<file path="config.mk">
export PLATFORM = sky130hd
export DESIGN_NAME = pipeline_hazard_controller
export DESIGN_NICKNAME = d
export VERILOG_FILES = /design/src/rtl/pipeline_hazard_controller.sv
export SDC_FILE = /design/constraint.sdc
export NUM_CORES = 1
export LEC_CHECK = 0
export BUFFER_PORTS_ARGS = -buffer_cell sky130_fd_sc_hd__buf_2
export CAP_MARGIN = 25
export CORE_MARGIN = 4
export CORE_UTILIZATION = 30
export DETAILED_ROUTE_END_ITERATION = 12
export MAX_ROUTING_LAYER = met4
export PLACE_DENSITY_LB_ADDON = 0.25
export SLEW_MARGIN = 20
export SYNTH_ARGS = -nofsm -noshare
export SYNTH_HDL_FRONTEND = slang
export SYNTH_SLANG_ARGS = --single-unit
</file>
<file path="constraint.sdc">
create_clock -name clk -period 3.8 [get_ports clk]
set_clock_uncertainty 0.05 [all_clocks]
set_input_delay 0.19 -clock clk [delete_from_list [all_inputs] [get_ports clk]]
set_output_delay 0.19 -clock clk [all_outputs]
set_load 0.005 [all_outputs]
</file>
<file path="src/rtl/pipeline_hazard_controller.sv">
`default_nettype none
// ============================================================================
//  Module   : pipeline_hazard_controller
//  Purpose  : Stall/flush/freeze control for a 5-stage pipeline with a
//             load-use interlock, branch flush and a bounded memory wait.
//  Revision : 1.0  initial release
// ============================================================================
module pipeline_hazard_controller (
    input  logic        clk,
    input  logic        reset,
    input  logic [4:0]  RS_ID,
    input  logic [4:0]  RT_ID,
    input  logic [4:0]  RT_EX,
    input  logic        MemRead_EX,
    input  logic        BranchTaken_EX,
    input  logic        MemReq,
    input  logic        MemReady,
    output logic        PCWrite,
    output logic        IF_ID_Write,
    output logic        IF_ID_Flush,
    output logic        ID_EX_Bubble,
    output logic        Pipe_Freeze,
    output logic        MemTimeout,
    output logic [15:0] StallCycles,
    output logic [15:0] FlushCount
);

    localparam logic [0:0] c_RUN     = 1'b0;
    localparam logic [0:0] c_MEMWAIT = 1'b1;
    localparam logic [3:0] c_WAIT_MAX = 4'd15;
    localparam logic [15:0] c_CNT_MAX = 16'hFFFF;

    logic [0:0]  r_state;
    logic [0:0]  w_state_next;
    logic [3:0]  r_wait_cnt;
    logic        r_mem_timeout;
    logic [15:0] r_stall_cycles;
    logic [15:0] r_flush_count;

    logic        w_load_use;
    logic        w_mem_wait;
    logic        w_mem_done;
    logic        w_timeout;
    logic        w_flush_event;

    assign w_load_use = MemRead_EX && (RT_EX != 5'd0) &&
                        ((RT_EX == RS_ID) || (RT_EX == RT_ID));
    assign w_mem_wait = MemReq && !MemReady;
    // Dropping the request mid-wait is treated as the access having finished.
    assign w_mem_done = !MemReq || MemReady;
    assign w_flush_event = (r_state == c_RUN) && !w_mem_wait && BranchTaken_EX;

    always_ff @(posedge clk) begin
        if (reset) begin
            r_state <= c_RUN;
        end else begin
            r_state <= w_state_next;
        end
    end

    always_comb begin
        w_state_next = r_state;
        w_timeout    = 1'b0;
        case (r_state)
            c_RUN: begin
                if (w_mem_wait) begin
                    w_state_next = c_MEMWAIT;
                end
            end
            c_MEMWAIT: begin
                if (w_mem_done) begin
                    w_state_next = c_RUN;
                end else if (r_wait_cnt == c_WAIT_MAX) begin
                    w_state_next = c_RUN;
                    w_timeout    = 1'b1;
                end
            end
            default: w_state_next = c_RUN;
        endcase
    end

    always_comb begin
        PCWrite      = 1'b1;
        IF_ID_Write  = 1'b1;
        IF_ID_Flush  = 1'b0;
        ID_EX_Bubble = 1'b0;
        Pipe_Freeze  = 1'b0;
        case (r_state)
            c_RUN: begin
                if (w_mem_wait) begin
                    PCWrite     = 1'b0;
                    IF_ID_Write = 1'b0;
                    Pipe_Freeze = 1'b1;
                end else if (BranchTaken_EX) begin
                    IF_ID_Flush  = 1'b1;
                    ID_EX_Bubble = 1'b1;
                end else if (w_load_use) begin
                    PCWrite      = 1'b0;
                    IF_ID_Write  = 1'b0;
                    ID_EX_Bubble = 1'b1;
                end
            end
            c_MEMWAIT: begin
                PCWrite     = 1'b0;
                IF_ID_Write = 1'b0;
                Pipe_Freeze = 1'b1;
            end
            default: begin
                PCWrite     = 1'b1;
                IF_ID_Write = 1'b1;
            end
        endcase
    end

    // Counter is held at zero in RUN, so every MEMWAIT entry starts from 0.
    always_ff @(posedge clk) begin
        if (reset) begin
            r_wait_cnt <= 4'd0;
        end else if (r_state == c_RUN || w_timeout) begin
            r_wait_cnt <= 4'd0;
        end else if (!MemReady) begin
            r_wait_cnt <= r_wait_cnt + 4'd1;
        end
    end

    always_ff @(posedge clk) begin
        if (reset) begin
            r_mem_timeout <= 1'b0;
        end else if (w_timeout) begin
            r_mem_timeout <= 1'b1;
        end
    end

    always_ff @(posedge clk) begin
        if (reset) begin
            r_stall_cycles <= 16'd0;
        end else if (!PCWrite && r_stall_cycles != c_CNT_MAX) begin
            r_stall_cycles <= r_stall_cycles + 16'd1;
        end
    end

    always_ff @(posedge clk) begin
        if (reset) begin
            r_flush_count <= 16'd0;
        end else if (w_flush_event && r_flush_count != c_CNT_MAX) begin
            r_flush_count <= r_flush_count + 16'd1;
        end
    end

    assign MemTimeout  = r_mem_timeout;
    assign StallCycles = r_stall_cycles;
    assign FlushCount  = r_flush_count;

endmodule
`default_nettype wire

</file>
==> results.toml, run 1 <==
[outcome]
status = "finished clean"

[critical_path]
critPathRequiredTime_ps = 3950
crit_arrival_ps = 2370
critPathCaptureType = "flip-flop"
start_kind = "flip-flop"
crit_type = "flip-flop to flip-flop"
crit_fanout = 27

[routing]
routed_wl_um = 4562
via_per_inst = 4.978
vias = 1812
drtPass1Iterations = 4
wire_per_inst_um = 12.53
route.detailed.drc = 0
ant_nets = 0
drtIter0Drc = 52

[floorplan]
die_height_um = 88.33
fp.dieW_um = 88.33
die_area_mm2 = 0.007801
pin_count = 59
initial_utilization_pct = 30.66
core_mm2 = 0.006314
row_count = 29

[clock_tree]
postCtsResizedCells = 0
hold_buffers = 0
clock-root-buffer = "clkbuf_8"
clkTransAtPathRegs_ps = 70
htreeDepth = 2
cts_tree = "done"
cts_setup_buffers = 0
clk_path_buf_depth = 2
cts_buffers = 5
cts_sinks = 38
worstSkewPairLatency_ps = 280

[timing]
fmax_mhz = 451.4
maxSlewViolCount = 0
layout_min_cycle_time_ps = 2215
setup_violations = 0
rsz0062_at_grt = "false"
slew_headroom_pct = 57.09
worstMarginPinSlew_ps = 643.6
fin_setup_tns_ps = 0
finalCritPeriodShare_pct = 58.30
hold_viol = 0

[final_layout]
layout_common_cells = "buf_2 (58), dfxtp_1 (38), nor2_1 (35), xor2_1 (28), nand3_1 (19)"
final_common_cell = "buf_2"
fillers = 675
drive_gt1_share_pct = 24.39
final_util_pct = 37.46
insertedDiodeCount = 0
nets = 310
area_growth_pct = 22.17

[pwr]
worst_ir_drop_vdd_v = 0.0001903
powerDensity_mw_per_mm2 = 321.8
finalPower_mw = 0.7609
p_leak_nw = 1.012

[synthesis]
ys_warn_count = 0
yosys.area.top_type_share_pct = 39.30
synth.distinct_cells = 36
yosysTopAreaCell = "dfxtp_1"
syn_area_mm2 = 0.001936
syn-num-nets = 253
synthCells = 229
synth_top_cells_by_area = "dfxtp_1 (39%), xor2_1 (13%), nor2_1 (6.8%), nand3_1 (4.9%), a21oi_1 (3.4%)"
ys_ff_latch = 38
ys_seq_area_share_pct = 39.30
avgSynthCellArea_um2 = 8.452

[grt]
grt_use_total_pct = 12.52
antenna_found_initial = 0
grt_start_max_net_pins = 36
grt_pass1_wl_um = 7631
grt_pass1_vias = 1660
grt_overflow = 0

[placement]
hpwlAfterDp_um = 3411
portBuffers = 58
gp_congestion = 0.7586

[worst_hold_path]
holdCritPathClass = "primary input to flip-flop"

[run]
max_cap_viol_count = 0
## final timing paths
path	start	cells after the start	to	slack, ps
setup reg to reg	StallCycles[0]	7	StallCycles[13]	1580
hold reg to reg	MemTimeout	2	MemTimeout	430
hold / removal	MemReq	3	r_state	180
setup / recovery	StallCycles[0]	7	StallCycles[13]	1580
## cell families (layout without fill, tap and decap cells)
group | count (synthesis) | after routing | share of synthesized area, %
AOI/OAI and AO/OA | 32 | 32 | 10.86
xor gates and xnor gates | 29 | 29 | 13.12
adders and majority gates | 3 | 3 | 1.939
buffers and inverters | 14 | 72 | 3.685
DFF | 38 | 38 | 39.30
muxes | 4 | 4 | 2.133
and+or+nand+nor | 109 | 109 | 28.96
## through the flow
step	instance area [um2]	worst slack (ps)	cells	hold WS [ps]
CTS	2365	1571	364	159.0
global placement	2273	1658	356	407.5
detailed placement	2273	1581	356	415.5
finish	2365	1585	364	178.6
floorplan	1936	1812	229	284.8
global route	2365	1364	364	191.8
## per-layer routing
| layer | track usage [%] | share of wire (%) | up-vias |
|---|---|---|---|
| li1 | - | - | 925 |
| met1 | 15.34 | 44 | 834 |
| met2 | 20.60 | 47 | 48 |
| met3 | 3.352 | 7.3 | 5 |
| met4 | 2.885 | 1.0 | 0 |
| met5 | - | 0 | - |
## area by class of cell
class	instances	area, um2	area share [%]
Clock buffer	7	86.33	3.651
Clock inverter	1	5.005	0.2116
Inverter	6	22.52	0.9524
Multi-Input combinational cell	177	1104	46.67
Sequential cell	38	760.7	32.17
Tap cell	77	96.34	4.074
Timing Repair Buffer	58	290.3	12.28
## power breakdown
part           total (mW)  switching (mW)  internal [mW]
sequential          0.409         0.00556          0.403
clock               0.282           0.135          0.146
combinational      0.0707          0.0403         0.0303
## worst max-delay path, cell delays in order, from the launching register on
cell,delay [ps]
dfxtp_1,350
ha_1,260
nand3_1,100
nor4_1,60
or3_1,340
o22a_4,330
or4_1,490
a21oi_1,170
## Yosys cell counts (all sizes together)
library cell	instances
and3	6
xor2	28
a22oi	1
and4	2
o31a	1
nand3	19
and2	2
nor3	3
buf	3
nor2	35
or4b	1
inv	6
mux2	1
o211ai	1
or3	8
nand2b	1
clkbuf	5
nand4	9
o31ai	5
ha	3
nor4	2
xnor2	1
o22a	1
a21oi	13
nand4b	1
nand2	10
nor2b	3
dfxtp	38
or2	1
o211a	1
a211oi	1
o21ai	8
mux2i	3
or4	6
## state kept, by name (all words and copies together) (netlist names)
signal	count
FlushCount	16
MemTimeout	1
StallCycles	16
r_wait_cnt	4
r_state	1
(Power assumes the default switching activity.)
==> run 2, diff against run 1 <==
ABC_AREA = 1   (was unset)
clock period = 2 ns   (was 3.8 ns; I/O delays follow)
==> run 2 against run 1 <==
  * First-iteration DRC count increased by 44%
  * Non-clock buffer count rose by 14
  * Critical endpoint is now StallCycles[9]
  * Highest routed layer unchanged
  * Setup slack worse by 1400 ps
  * Sequential power grew 89%
  * Critical path type unchanged
  * Final cell count up 43%
  * Largest cell class unchanged
  * Largest power group unchanged
==> results.toml, run 2 <==
[outcome]
status = "finished clean"

[timing]
rsz0062_at_grt = "false"
hold_viol = 0
setup_ws_ps = 152.1
setup_violations = 0
finalCritPeriodShare_pct = 92.40
worstMarginPinSlew_ps = 414.7
fin_setup_tns_ps = 0
fmax_mhz = 541.1
layout_min_cycle_time_ps = 1848
slew_headroom_pct = 72.35
maxSlewViolCount = 0

[critical_path]
critPathCaptureType = "flip-flop"
crit_type = "flip-flop to flip-flop"
cp-startpoint = "StallCycles[1]"
reg2reg_from = "StallCycles[1]"
crit_arrival_ps = 2020
start_kind = "flip-flop"
critPathRequiredTime_ps = 2180
crit_fanout = 17

[routing]
drtIter0Drc = 75
vias = 2424
ant_nets = 0
routed_wl_um = 6265
wire_per_inst_um = 12.07
via_per_inst = 4.671
drtPass1Iterations = 4
route.detailed.drc = 0

[synthesis]
synth_top_cells_by_area = "dfxtp_1 (33%), nand2_1 (16%), a21oi_1 (6.5%), nor2_1 (6.2%), inv_1 (6.0%)"
synth.distinct_cells = 28
ys_ff_latch = 38
synth_flop_cell = "dfxtp_1"
avgSynthCellArea_um2 = 6.603
synthCells = 350
yosys-top-cells-count = "nand2_1 (96), dfxtp_1 (38), nor2_1 (38)"
yosysMostFrequentCell = "nand2_1"
yosys.area.top_type_share_pct = 32.92
syn-num-nets = 374
ys_seq_area_share_pct = 32.92
synth_edf_count = 0
yosysTopAreaCell = "dfxtp_1"
ys_warn_count = 0
synth-async-reset-ratio_pct = 0
syn_area_mm2 = 0.002311

[final_layout]
regArea_um2 = 760.7
area_growth_pct = 25.23
nets = 443
final_common_cell = "nand2_1"
drive_gt1_share_pct = 23.10
multi_input_area_mm2 = 0.001358
insertedDiodeCount = 0
fillers = 807
layout_common_cells = "nand2_1 (96), buf_2 (58), dfxtp_1 (38), nor2_1 (38), inv_1 (37)"

[grt]
grt_start_max_net_pins = 26
antenna_found_initial = 0
grt_use_total_pct = 14.71
grt_pass1_wl_um = 10370
grt_pass1_vias = 2277
grt_overflow = 0

[pwr]
worst_ir_drop_vdd_v = 0.0004298
finalPower_mw = 1.586
p_leak_nw = 1.283
powerDensity_mw_per_mm2 = 548.1

[run]
max_cap_viol_count = 0

[placement]
portBuffers = 58
dp_slack_ps = 108.9
hpwlAfterDp_um = 4663
gp_congestion = 0.8568

[clock_tree]
htreeDepth = 2
worstSkewPairLatency_ps = 300
cts_tree = "done"
clk_path_buf_depth = 2
cts_sinks = 38
cts_buffers = 5
clock-root-buffer = "clkbuf_8"
clkTransAtPathRegs_ps = 80

[floorplan]
core_mm2 = 0.007370
pin_count = 59
row_count = 31
die_area_mm2 = 0.009171
die_height_um = 95.77
fp.dieW_um = 95.77
initial_utilization_pct = 31.36

[worst_hold_path]
min_from = "MemReady"
holdCritPathClass = "primary input to flip-flop"
==> run 2: repair_timing <==
item                                    in CTS  in global routing
buffers inserted                             0                  0
gates resized for setup                      0                  1
endpoints found under the setup margin       0                  8
hold buffers                                 0                  0
==> run 2: metrics by stage <==
stage               hold slack, ps  instance area (um2)  util (%)  instances
global route                 41.19                 2894     39.27        519
global placement             332.0                 2769     37.57        510
floorplan                    190.5                 2311         -        350
CTS                          27.31                 2879     39.07        518
detailed placement           340.5                 2769     37.57        510
finish                       30.34                 2894     39.27        519
==> run 2: metal layers <==
layer / track usage (%) / wire [um] / vias up
met4: 5.213 / 115 / 0
met3: 2.815 / 238 / 13
met1: 17.88 / 2894 / 1093
met5: - / 0 / -
met2: 24.32 / 3017 / 45
li1: - / - / 1273
==> run 2: report_power, final <==
group	switching, mW	internal, mW
Combinational	0.116	0.0676
Clock	0.282	0.348
Sequential	0.00756	0.765
==> run 2: worst max-delay path: stages (launching register included) <==
cell	delay (ps)
dfxtp_1	390
ha_1	240
nand2_2	90
nor3b_4	210
nand2_2	80
nor2_4	120
nand2_4	160
nand3_2	220
nand2_1	70
a21oi_1	130
==> run 2: final timing paths <==
kind                            slack [ps]              to  cells after the start
worst max-delay path                   150  StallCycles[9]                      9
worst min-delay path                    30   r_wait_cnt[0]                      3
worst max register to register         150  StallCycles[9]                      9
worst min register to register         410      MemTimeout                      2
==> run 2: kinds of logic (layout without fill, tap and decap cells) <==
logic type,Yosys count,in the layout,synth area share (%)
fa+ha+maj,3,3,1.624
xor+xnor,22,22,8.338
buf+inv,50,119,8.987
flops,38,38,32.92
compound gates,42,42,9.313
simple gates,195,196,38.82
==> run 2: final cells by class <==
class,count,share of cell area [%]
timing repair buffer,72,13.66
inverter,39,5.058
sequential,38,26.29
multi-input combinational,263,46.91
clock buffer,8,3.805
tap,99,4.280
==> run 3, diff against run 2 <==
SLEW_MARGIN = unset   (was 20)
clock period = 2.15 ns   (was 2 ns; I/O delays follow)
==> run 3 against run 2 <==
  * Clock power is 23% lower
  * Final cell count decreased by 1.2%
  * Worst hold slack improved by 24 ps
  * Design area decreased by 2.2%
  * Critical path depth did not move
  * Wire length shrank 3.2%
  * First-iteration DRC count up 55%
  * Via count shrank 1.6%
  * Setup slack improved by 100 ps
  * Maximum frequency fell by 2.6%
  * Sequential cell count unchanged
  * Largest cell class unchanged
==> results.toml, run 3 (synthesized netlist as in run 2, its figures left out) <==
[timing]
rsz0062_at_grt = "false"
whs_ps = 54.68
maxSlewViolCount = 0
slew_headroom_pct = 74.30
setup_violations = 0
hold_viol = 0
finalCritPeriodShare_pct = 88.29
layout_min_cycle_time_ps = 1898
worstMarginPinSlew_ps = 385.4
fin_setup_tns_ps = 0
fmax_mhz = 526.8

[final_layout]
final_util_pct = 38.42
nets = 439
insertedDiodeCount = 0
area_growth_pct = 22.52
layout_common_cells = "nand2_1 (96), buf_2 (58), dfxtp_1 (38), nor2_1 (38), inv_1 (37)"
fin_area_mm2 = 0.002831
final_common_cell = "nand2_1"
fillers = 836
drive_gt1_share_pct = 21.74

[clock_tree]
clkTransAtPathRegs_ps = 80
clock-root-buffer = "clkbuf_8"
cts_setup_buffers = 0
worstSkewPairLatency_ps = 280
clk_path_buf_depth = 2
cts_buffers = 5
hold_buffers = 0
cts_sinks = 38
cts_tree = "done"
postCtsResizedCells = 0
htreeDepth = 2

[critical_path]
endpoint = "StallCycles[15]"
reg2reg_from = "StallCycles[1]"
crit_type = "flip-flop to flip-flop"
cp-startpoint = "StallCycles[1]"
crit_arrival_ps = 2060
critPathRequiredTime_ps = 2310
r2r_setup_slack_ps = 250
regToRegEndpoint = "StallCycles[15]"
critPathCaptureType = "flip-flop"
crit_fanout = 17
start_kind = "flip-flop"
r2r_cells = 9

[outcome]
status = "finished clean"

[floorplan]
die_height_um = 95.77
pin_count = 59
core_mm2 = 0.007370
fp.dieW_um = 95.77
die_area_mm2 = 0.009171
row_count = 31
initial_utilization_pct = 31.36

[pwr]
p_leak_nw = 1.247
internal_power_mw = 1.023
powerDensity_mw_per_mm2 = 485.8
comb_power_share_pct = 12.4
worst_ir_drop_vdd_v = 0.0002683
swShare_pct = 25.64
finalPower_mw = 1.376
p_sw_mw = 0.3527
clkPwrFrac_pct = 35.3
seqPwrFrac_pct = 52.2

[grt]
grt_pass1_vias = 2198
grt_pass1_wl_um = 10030
grt_use_total_pct = 14.12
antenna_found_initial = 0
grt_overflow = 0
grt_start_max_net_pins = 26

[routing]
route.detailed.drc = 0
via_per_inst = 4.649
wire_per_inst_um = 11.82
routed_wl_um = 6064
drtIter0Drc = 116
vias = 2385
drtPass1Iterations = 4
ant_nets = 0

[worst_hold_path]
whs_path_depth = 3
holdCritPathClass = "primary input to flip-flop"

[placement]
dpl_cell_area_mm2 = 0.002739
portBuffers = 58
gp_congestion = 0.8633
hpwlAfterDp_um = 4595

[run]
max_cap_viol_count = 0
## run 3: final cells by class
type | count | area [um2] | area share (%)
Sequential cell | 38 | 760.7 | 26.87
Inverter | 39 | 146.4 | 5.170
Tap cell | 99 | 123.9 | 4.375
Timing Repair Buffer | 68 | 365.4 | 12.90
Multi-Input combinational cell | 263 | 1353 | 47.77
Clock buffer | 6 | 82.58 | 2.916
## run 3: per-stage QoR
step | std cells | worst slack (ps)
after global routing | 513 | 19.27
after floorplan | 350 | 381.1
after detailed placement | 506 | 215.4
after CTS | 512 | 191.1
final | 513 | 251.8
after global placement | 506 | 289.9
## run 3: metal layers
layer  vias up  GRT usage (%)  routed length [um]
li1       1264              -                   -
met2        52          22.99                2880
met5         -              -                   0
met1      1064          17.92                2839
met3         5          2.893                 290
met4         0          3.555                  53
## run 3: power by group through the flow
stage          logic [mW]  clock network, mW  registers (mW)
6_report            0.171              0.486           0.719
5_1_grt             0.195              0.536           0.720
4_1_cts             0.170              0.509           0.719
3_5_place_dp        0.169                  0           0.735
3_3_place_gp        0.167                  0           0.734
2_1_floorplan       0.105                  0           0.736
## run 3: critical path: stages, from the launching register on
cell     delay (ps)
dfxtp_1         390
ha_1            240
nand2_2         100
nor3b_4         280
nand2_2          90
nor2_4          130
nand2_4         160
nand3_2         210
nand2_1          70
a21oi_1         110
## run 3: worst min-delay path by stage
stage | to | startpoint
floorplan | r_wait_cnt[0] | MemReady
global placement | r_wait_cnt[0] | MemReady
detailed placement | r_wait_cnt[0] | MemReady
finish | r_wait_cnt[1] | MemReady
global route | r_wait_cnt[0] | MemReady
CTS | r_wait_cnt[0] | MemReady
